## config.mk

```make
export PLATFORM = sky130hd
export DESIGN_NAME = mul_div_unit
export DESIGN_NICKNAME = d
export VERILOG_FILES = /design/src/rtl/mul_div_unit.sv
export SDC_FILE = /design/constraint.sdc
export NUM_CORES = 1
export LEC_CHECK = 0
export BUFFER_PORTS_ARGS = -buffer_cell sky130_fd_sc_hd__buf_2
export CORE_MARGIN = 2
export CORE_UTILIZATION = 44
export CTS_BUF_LIST = sky130_fd_sc_hd__clkbuf_8 sky130_fd_sc_hd__clkbuf_16
export CTS_CLUSTER_SIZE = 28
export DETAILED_ROUTE_END_ITERATION = 16
export SLEW_MARGIN = 40
export SYNTH_ARGS = -nofsm -noshare
export SYNTH_HDL_FRONTEND = slang
export SYNTH_SLANG_ARGS = --single-unit
```

## constraint.sdc

```tcl
create_clock -name clk -period 3.4 [get_ports clk]
set_input_delay 0.68 -clock clk [delete_from_list [all_inputs] [get_ports clk]]
set_output_delay 0.68 -clock clk [all_outputs]
set_load 0.02 [all_outputs]
```

## src/rtl/mul_div_unit.sv

```systemverilog
// Iterative RV32M multiply/divide unit. One operation takes a fixed 33 cycles
// from accept to Done: 32 radix-2 steps, then a sign-fix/select cycle.
//
// state  | meaning
// -------+------------------------------------------------------------
// S_IDLE | waiting for Start with mulOp set; Busy low
// S_CALC | 32 shift-add or restoring shift-subtract steps
// S_DONE | sign fix, result select, Done pulse; Result latched on exit
module mul_div_unit #(
  parameter int XLEN = 32
) (
  input  logic            clk,
  input  logic            reset,
  input  logic            Start,
  input  logic [10:0]     ControlResult,
  input  logic [XLEN-1:0] OperandA,
  input  logic [XLEN-1:0] OperandB,
  output logic            Busy,
  output logic            Done,
  output logic [XLEN-1:0] Result
);

  typedef enum logic [1:0] {S_IDLE, S_CALC, S_DONE} state_t;

  state_t            state_q, state_d;
  logic [4:0]        cnt_q;
  logic [2:0]        f3_q;
  logic              sign_a_q, sign_b_q, div_zero_q;
  logic [XLEN-1:0]   op_q;
  logic [2*XLEN-1:0] acc_q;
  logic [XLEN-1:0]   result_q;

  logic [2:0]        funct3;
  logic              mul_op, accept;
  logic              unsigned_a, unsigned_b, sign_a_in, sign_b_in;
  logic [XLEN-1:0]   mag_a, mag_b;
  logic [XLEN:0]     mul_sum;
  logic [2*XLEN-1:0] mul_next, div_next;
  logic [XLEN:0]     div_shift;
  logic [XLEN+1:0]   div_diff;
  logic [2*XLEN-1:0] prod_fix;
  logic [XLEN-1:0]   quo_fix, rem_fix, fixed_result;
  logic              unused_cr;

  assign funct3    = ControlResult[2:0];
  assign mul_op    = ControlResult[6];
  assign unused_cr = ^{ControlResult[10:7], ControlResult[5:3]};
  assign accept    = Start && mul_op && (state_q == S_IDLE);

  // Decode operand signedness and form magnitudes at the accept point.
  always_comb begin
    unsigned_a = (funct3 == 3'b011) || (funct3 == 3'b101) || (funct3 == 3'b111);
    unsigned_b = unsigned_a || (funct3 == 3'b010);
    sign_a_in  = OperandA[XLEN-1] && !unsigned_a;
    sign_b_in  = OperandB[XLEN-1] && !unsigned_b;
    mag_a      = sign_a_in ? (~OperandA + 1'b1) : OperandA;
    mag_b      = sign_b_in ? (~OperandB + 1'b1) : OperandB;
  end

  // One iteration step of each algorithm; the accumulator low half holds the
  // multiplier (shifted out) or the dividend/quotient (shifted through).
  always_comb begin
    mul_sum   = {1'b0, acc_q[2*XLEN-1:XLEN]} + (acc_q[0] ? {1'b0, op_q} : '0);
    mul_next  = {mul_sum, acc_q[XLEN-1:1]};
    div_shift = {acc_q[2*XLEN-1:XLEN], acc_q[XLEN-1]};
    div_diff  = {1'b0, div_shift} - {2'b00, op_q};
    if (!div_diff[XLEN+1])
      div_next = {div_diff[XLEN-1:0], acc_q[XLEN-2:0], 1'b1};
    else
      div_next = {div_shift[XLEN-1:0], acc_q[XLEN-2:0], 1'b0};
  end

  // Sign fix and field select; a zero divisor only needs the quotient forced,
  // the remainder path already reproduces the dividend.
  always_comb begin
    prod_fix = (sign_a_q ^ sign_b_q) ? (~acc_q + 1'b1) : acc_q;
    quo_fix  = (sign_a_q ^ sign_b_q) ? (~acc_q[XLEN-1:0] + 1'b1) : acc_q[XLEN-1:0];
    rem_fix  = sign_a_q ? (~acc_q[2*XLEN-1:XLEN] + 1'b1) : acc_q[2*XLEN-1:XLEN];
    fixed_result = prod_fix[XLEN-1:0];
    case (f3_q)
      3'b000:                 fixed_result = prod_fix[XLEN-1:0];
      3'b001, 3'b010, 3'b011: fixed_result = prod_fix[2*XLEN-1:XLEN];
      3'b100, 3'b101:         fixed_result = div_zero_q ? '1 : quo_fix;
      default:                fixed_result = rem_fix;
    endcase
  end

  // State register.
  always_ff @(posedge clk) begin
    if (reset) state_q <= S_IDLE;
    else       state_q <= state_d;
  end

  // Next-state logic.
  always_comb begin
    state_d = state_q;
    case (state_q)
      S_IDLE:  if (accept) state_d = S_CALC;
      S_CALC:  if (cnt_q == 5'd0) state_d = S_DONE;
      S_DONE:  state_d = S_IDLE;
      default: state_d = S_IDLE;
    endcase
  end

  // Datapath: latch at accept, iterate in CALC, capture result leaving DONE.
  always_ff @(posedge clk) begin
    if (reset) begin
      cnt_q      <= '0;
      f3_q       <= '0;
      sign_a_q   <= 1'b0;
      sign_b_q   <= 1'b0;
      div_zero_q <= 1'b0;
      op_q       <= '0;
      acc_q      <= '0;
      result_q   <= '0;
    end else if (accept) begin
      cnt_q      <= 5'd31;
      f3_q       <= funct3;
      sign_a_q   <= sign_a_in;
      sign_b_q   <= sign_b_in;
      div_zero_q <= (OperandB == '0);
      op_q       <= funct3[2] ? mag_b : mag_a;
      acc_q      <= {{XLEN{1'b0}}, funct3[2] ? mag_a : mag_b};
    end else if (state_q == S_CALC) begin
      acc_q <= f3_q[2] ? div_next : mul_next;
      if (cnt_q != 5'd0) cnt_q <= cnt_q - 5'd1;
    end else if (state_q == S_DONE) begin
      result_q <= fixed_result;
    end
  end

  assign Busy   = (state_q != S_IDLE);
  assign Done   = (state_q == S_DONE);
  assign Result = (state_q == S_DONE) ? fixed_result : result_q;

endmodule

```

# Word level (Yosys, flattened, before mapping)
# Index checks and enable logic that the tools add are counted.
[word_totals]
reg_bits = 141
wordCells = 83
[op_classes]
n_addsub = 8
eq_ne = 13
n_mux = 21
bitwise = 8
n_reduce_logical = 23
[ops]
columns = ["op", "count"]
rows = [
  ["2-to-1 mux 32 bit", 11],
  ["2-to-1 mux 64 bit", 3],
  ["adder 32 x 1 -> 32 bit (second input constant)", 4],
  ["NOT 32 bit", 4],
  ["one-hot mux 32 bit (3 select lines)", 1],
  ["adder 64 x 1 -> 64 bit (second input constant)", 1],
  ["NOT 64 bit", 1],
  ["subtractor 33 x 32 -> 34 bit", 1],
  ["adder 32 x 32 -> 33 bit", 1],
  ["logical NOT 32 bit", 1],
  ["2-to-1 mux 5 bit", 3],
  ["equality test 3 x 2 -> 1 bit (second input constant)", 4],
  ["equality test 3 bit (second input constant)", 4],
  ["AND reduction 2 bit", 3],
  ["nonzero test 2 bit", 3],
  ["logical NOT 5 bit", 1],
  ["nonzero test 5 bit", 1],
  ["subtractor 5 x 1 -> 5 bit (second input constant)", 1],
  ["logical AND 1 bit", 4],
  ["2-to-1 mux 2 bit", 2],
  ["!= test 2 bit (second input constant)", 2],
  ["one-hot mux 2 bit (2 select lines)", 1],
  ["OR reduction 2 bit", 2],
  ["equality test 3 x 1 -> 1 bit (second input constant)", 1],
  ["9 further kinds", 13],
]

# Logic depth before layout (Yosys ltp)
[depth]
depth_word = 9
mapped_depth = 16

# Worst setup path before layout
# Ideal clock, no wire load.
[synth_timing]
kind = "reg2out"
from = "register acc_q[0]"
to = "output Result[14]"
t_arrival_ns = 3.145
required_time_ns = 2.720
setup_slack_ns = -0.425
path_stages_with_launch = 13
path_buffers = 4
cell_sequence = "dfxtp_1 -> clkbuf_1 -> inv_1 -> buf_1 -> ha_1 -> nand4_1 -> or2_2 -> clkbuf_1 -> or3_4 -> buf_6 -> o21ai_0 -> mux2_2 -> o21ai_0"
[synth_via]
elab_chain_cells = 6
elab_cells_between_ends = 9
[synth_lines]
columns = ["item", "line", "text"]
rows = [
  ["from (decl)", "30", "logic [2*XLEN-1:0] acc_q;"],
  ["from (signal assigned)", "123", "acc_q <= {{XLEN{1'b0}}, funct3[2] ? mag_a : mag_b};"],
  ["from (signal assigned)", "125", "acc_q <= f3_q[2] ? div_next : mul_next;"],
  ["NOT 32 bit", "77", "quo_fix = (sign_a_q ^ sign_b_q) ? (~acc_q[XLEN-1:0] + 1'b1) : acc_q[XLEN-1:0];"],
  ["adder 32 x 1 -> 32 bit", "77", ""],
  ["2-to-1 mux 32 bit", "77", ""],
  ["2-to-1 mux 32 bit", "83", "3'b100, 3'b101: fixed_result = div_zero_q ? '1 : quo_fix;"],
  ["one-hot mux 32 bit (3 select lines) (*)", "80", "case (f3_q)"],
  ["2-to-1 mux 32 bit (*)", "-", ""],
  ["to (decl)", "20", "output logic [XLEN-1:0] Result"],
]
# Mark *: on every way between the ends. The rest lies on a longest branch, timed or not.

# Final worst setup path
[layout_timing]
from = "register acc_q[15]"
to = "output Result[24]"
# The elaborated chain is that of the path after synthesis.

==> metrics.md <==
| Metric | Value |
|---|---|
| Reg area | 0.00283 mm² |
| Worst slew pin tran | 0.792 ns |
| Worst setup path startpoint | acc_q[15]$_SDFFE_PP0N_ |
| Mapped Cells | 1,995 |
| CP delay by family, top | simple AND/OR/NAND/NOR gates |
| IO Pins | 112 |
| Placed Area | 0.0164 mm² |
| Critical path, cell by cell | or4_4, nor4_4, buf_4, nand3_4, buf_12, or3_4, buf_4, o21ai_2, a2111oi_0, a31oi_1, o31ai_2, buf_4 |
| Grt met2 use | 53.6% |
| DIE AREA | 0.0337 mm² |
| Net Sw Power | 2.88 mW |
| Crit path largest cell delay | 0.55 ns |
| Min Hold Slack | 0.454 ns |
| Ys flop type | dfxtp_1 |
| Pin count of the biggest net entering global routing | 77 |
| Sw Share | 39.9% |
| Hold Crit Class | register to register |
| Setup ws final | -0.544 ns |
| Leak Pwr | 7.61 nW |
| Antenna diode count | 0 |
| DRT Pass-1 Iters | 6 |
| CP endpoint kind | primary output |
| Hold_sp | op_q[8]$_SDFFE_PP0P_ |
| Launch point of the worst reg-to-reg path | acc_q[15]$_SDFFE_PP0N_ |
| Int Pwr | 4.33 mW |
| Die Ht | 183 µm |
| Crit Path Class | register to primary output |
| CTS clock-pin slew for the worst setup and hold paths | 0.07 ns |
| Status | finished with violations |
| Total gr overflow | 0 |
| Setup violators final | 33 |
| Hpwl dp | 42,100 µm |
| Commonest non-fill, non-tap cell in the layout | buf_4 |
| YS warnings | 0 |
| Clock Skews | 0.0126 ns |
| Initial Util | 44.8% |
| GRT met1 Usage | 42.4% |
| Clock root cell | clkbuf_16 |
| Final ANT Viol Nets | 0 |
| Clock power share | 26.9% |
| Sequential share of power | 25.8% |
| Critical Path Source Type | register |
| Nets@finish | 2,376 |
| Final WL | 55,000 µm |
| Minimum clock period | 3.94 ns |
| Crit path buffers/inverters | 4 |
| Worst path arrival time | 3.26 ns |
| GP Congestion | 0.953 |
| Fraction of registers with async set/reset | 0% |
| Worst EP required | 2.72 ns |
| Drc violations | 0 |
| Area Overhead vs Synth | 28.8% |
| Core area | 0.0316 mm² |
| Initial antenna violation count | 0 |
| Most frequent cells in the layout | buf_4 (240), nand2_1 (218), nor2_1 (199), a21oi_1 (199), dfxtp_1 (136) |
| Multi-input logic area | 0.0114 mm² |
| Fin. Hold Viols | 0 |
| Max Root-Sink Buffers | 2 |
| FMAX | 254 MHz |
| Syn Nets | 2,145 |
| First-pass GRT wire length | 84,200 µm |
| Failing checks | negative setup slack |
| Synthesis-stage register bit count | 141 |
| Register area share after synthesis | 19.9% |
| Chip width | 183 µm |
| Met3 usage | 4.83% |
| Synth unique cells | 91 |
| Drt wl/cell | 20.8 µm |
| Max-slew violations | 0 |
| All-Layer GR Usage | 32.5% |
| Post-synth EDFFs | 0 |
| Comb pwr share | 47.3% |
| Syn avg cell area | 7.10 µm² |
| Mapped Area | 0.0142 mm² |
| Crit path max fanout | 6 |
| CTS HTree Levels | 4 |
| Later-pin clock latency in the skew report | 0.44 ns |
| Top Usage Layer GRT | met2 |
| Detailed router's first-iteration violation count | 1,242 |
| CTS tree | done |
| Clock sinks | 141 |
| CTS Buf Count | 17 |
| Total number of vias | 15,800 |
| Via density per instance | 5.98 |
| Crit-path slowest cell | or4_4 |
| Max-cap violations | 0 |
| FILL cells | 3,052 |
| Util after Layout | 57.7% |
| Final worst path period share | 116% |
| RSZ-0062 raised after global routing | true |
| Share of cells above drive strength 1 | 25.6% |
| Slew headroom | 47.2% |
| Crit path top cell by count | buf_4 |
| PD cells | 395 mW/mm² |
| Design area | 0.0182 mm² |
| IO Port Bufs | 104 |
| Vias in the first global route | 15,000 |
| FP Rows | 65 |
| VDD IR max | 0.000394 V |
## per-layer routing
| metal | up-vias | part of all wire, % | routed length [µm] |
|---|---|---|---|
| met2 | 582 | 46 | 25100 |
| met3 | 119 | 6.5 | 3590 |
| li1 | 7580 | - | - |
| met4 | 0 | 4.5 | 2450 |
| met1 | 7502 | 43 | 23900 |
| met5 | - | 0 | 0 |
## registers in the layout (all words and copies together) (netlist names)
register / count
div_zero_q: 1
f3_q: 3
acc_q: 64
sign_a_q: 1
sign_b_q: 1
result_q: 32
cnt_q: 5
op_q: 32
state_q: 2
## worst reg2reg max path, stage by stage, from the launching register on
cell and delay, ns:
dfxtp_1 0.31, or4_4 0.55, nor4_4 0.21, nand4b_1 0.19, buf_6 0.18, or2_4 0.26
o21ai_2 0.13, xor2_1 0.08, a222oi_1 0.39, nand2_1 0.14, buf_4 0.15, buf_4 0.12
buf_4 0.12, buf_4 0.12, buf_4 0.12, buf_4 0.12, buf_4 0.12, buf_4 0.12
buf_4 0.12, a21oi_2 0.10
## synth_stat cells, types with 7 or more instances
cell | n | area share (%)
dfxtp_1 | 141 | 20
o21a_1 | 10 | 0.53
xor2_1 | 90 | 5.6
and2_1 | 11 | 0.49
ha_1 | 70 | 6.2
clkbuf_1 | 124 | 3.3
nor2b_1 | 35 | 1.5
nor4_1 | 14 | 0.62
or3_1 | 16 | 0.71
inv_1 | 70 | 1.9
mux2i_1 | 54 | 3.8
o221ai_1 | 19 | 1.2
nand2_1 | 225 | 6.0
nor2_1 | 209 | 5.5
o21ai_1 | 9 | 0.32
nand3_1 | 40 | 1.4
xnor2_1 | 105 | 6.5
nor3_1 | 33 | 1.2
buf_2 | 8 | 0.28
and3_1 | 10 | 0.44
or2_2 | 9 | 0.40
mux2_2 | 13 | 1.0
o211ai_1 | 48 | 2.5
a211oi_1 | 36 | 1.9
a31oi_1 | 31 | 1.4
a21oi_1 | 210 | 7.4
o21ai_0 | 132 | 4.7
o31ai_1 | 29 | 1.5
nand4_1 | 7 | 0.31
o21bai_1 | 7 | 0.37
nand2b_1 | 16 | 0.71
a21o_1 | 42 | 2.2
## repair_timing
item | 4_1_cts | 5_1_grt
buffers inserted | 9 | 20
hold buffers | 0 | 0
gates cloned | 1 | 0
resized for setup | 135 | 122
setup endpoints to repair | 38 | 59
pin swaps | 50 | 77
## power by group through the flow
stage	clock (mW)	combinational, mW	sequential (mW)
6_report	1.94	3.41	1.86
5_1_grt	2.03	3.68	1.87
4_1_cts	1.96	3.16	1.85
3_5_place_dp	0	3.01	1.89
3_3_place_gp	0	2.99	1.89
2_1_floorplan	0	1.89	1.87
## final timing paths
check | to | slack, ns | cells past startpoint
worst min-delay path | op_q[8]$_SDFFE_PP0P_ | 0.45 | 2
worst max-delay path | Result[24] | -0.54 | 12
worst max register to register | result_q[5]$_SDFFE_PP0P_ | -0.29 | 19
worst min register to register | op_q[8]$_SDFFE_PP0P_ | 0.45 | 2
## logic make-up (layout without fill, tap and decap cells)
logic type / count (synthesis) / in the layout / share of synthesized area, %
AND/OR/NAND/NOR: 669 / 670 / 22.4
buffers and inverters: 212 / 454 / 5.84
multiplexers: 67 / 67 / 4.85
AO/OA/AOI/OAI: 638 / 638 / 28.4
flip-flops: 141 / 141 / 19.9
XOR/XNOR: 196 / 196 / 12.2
adder cells (fa/ha/maj): 72 / 72 / 6.46
## stage by stage
stage	std cells	setup WS (ns)	total power, mW	setup TNS [ns]
finish	2640	-0.544	7.21	-12.16
global route	2640	-0.640	7.58	-16.28
CTS	2623	-0.529	6.98	-12.03
detailed placement	2583	-0.132	4.89	-1.10
global placement	2583	-0.117	4.87	-0.668
floorplan	1995	0.0176	3.76	0
## cell type report
cell class | count | share of cell area (%)
well taps | 402 | 2.76
clock buffers | 17 | 2.33
clock inverters | 14 | 0.878
inverters | 71 | 1.47
flip-flops and latches | 141 | 15.5
repair buffers | 352 | 14.5
multi-input cells | 1643 | 62.6
Note: power is estimated with default switching activity, not from simulation.
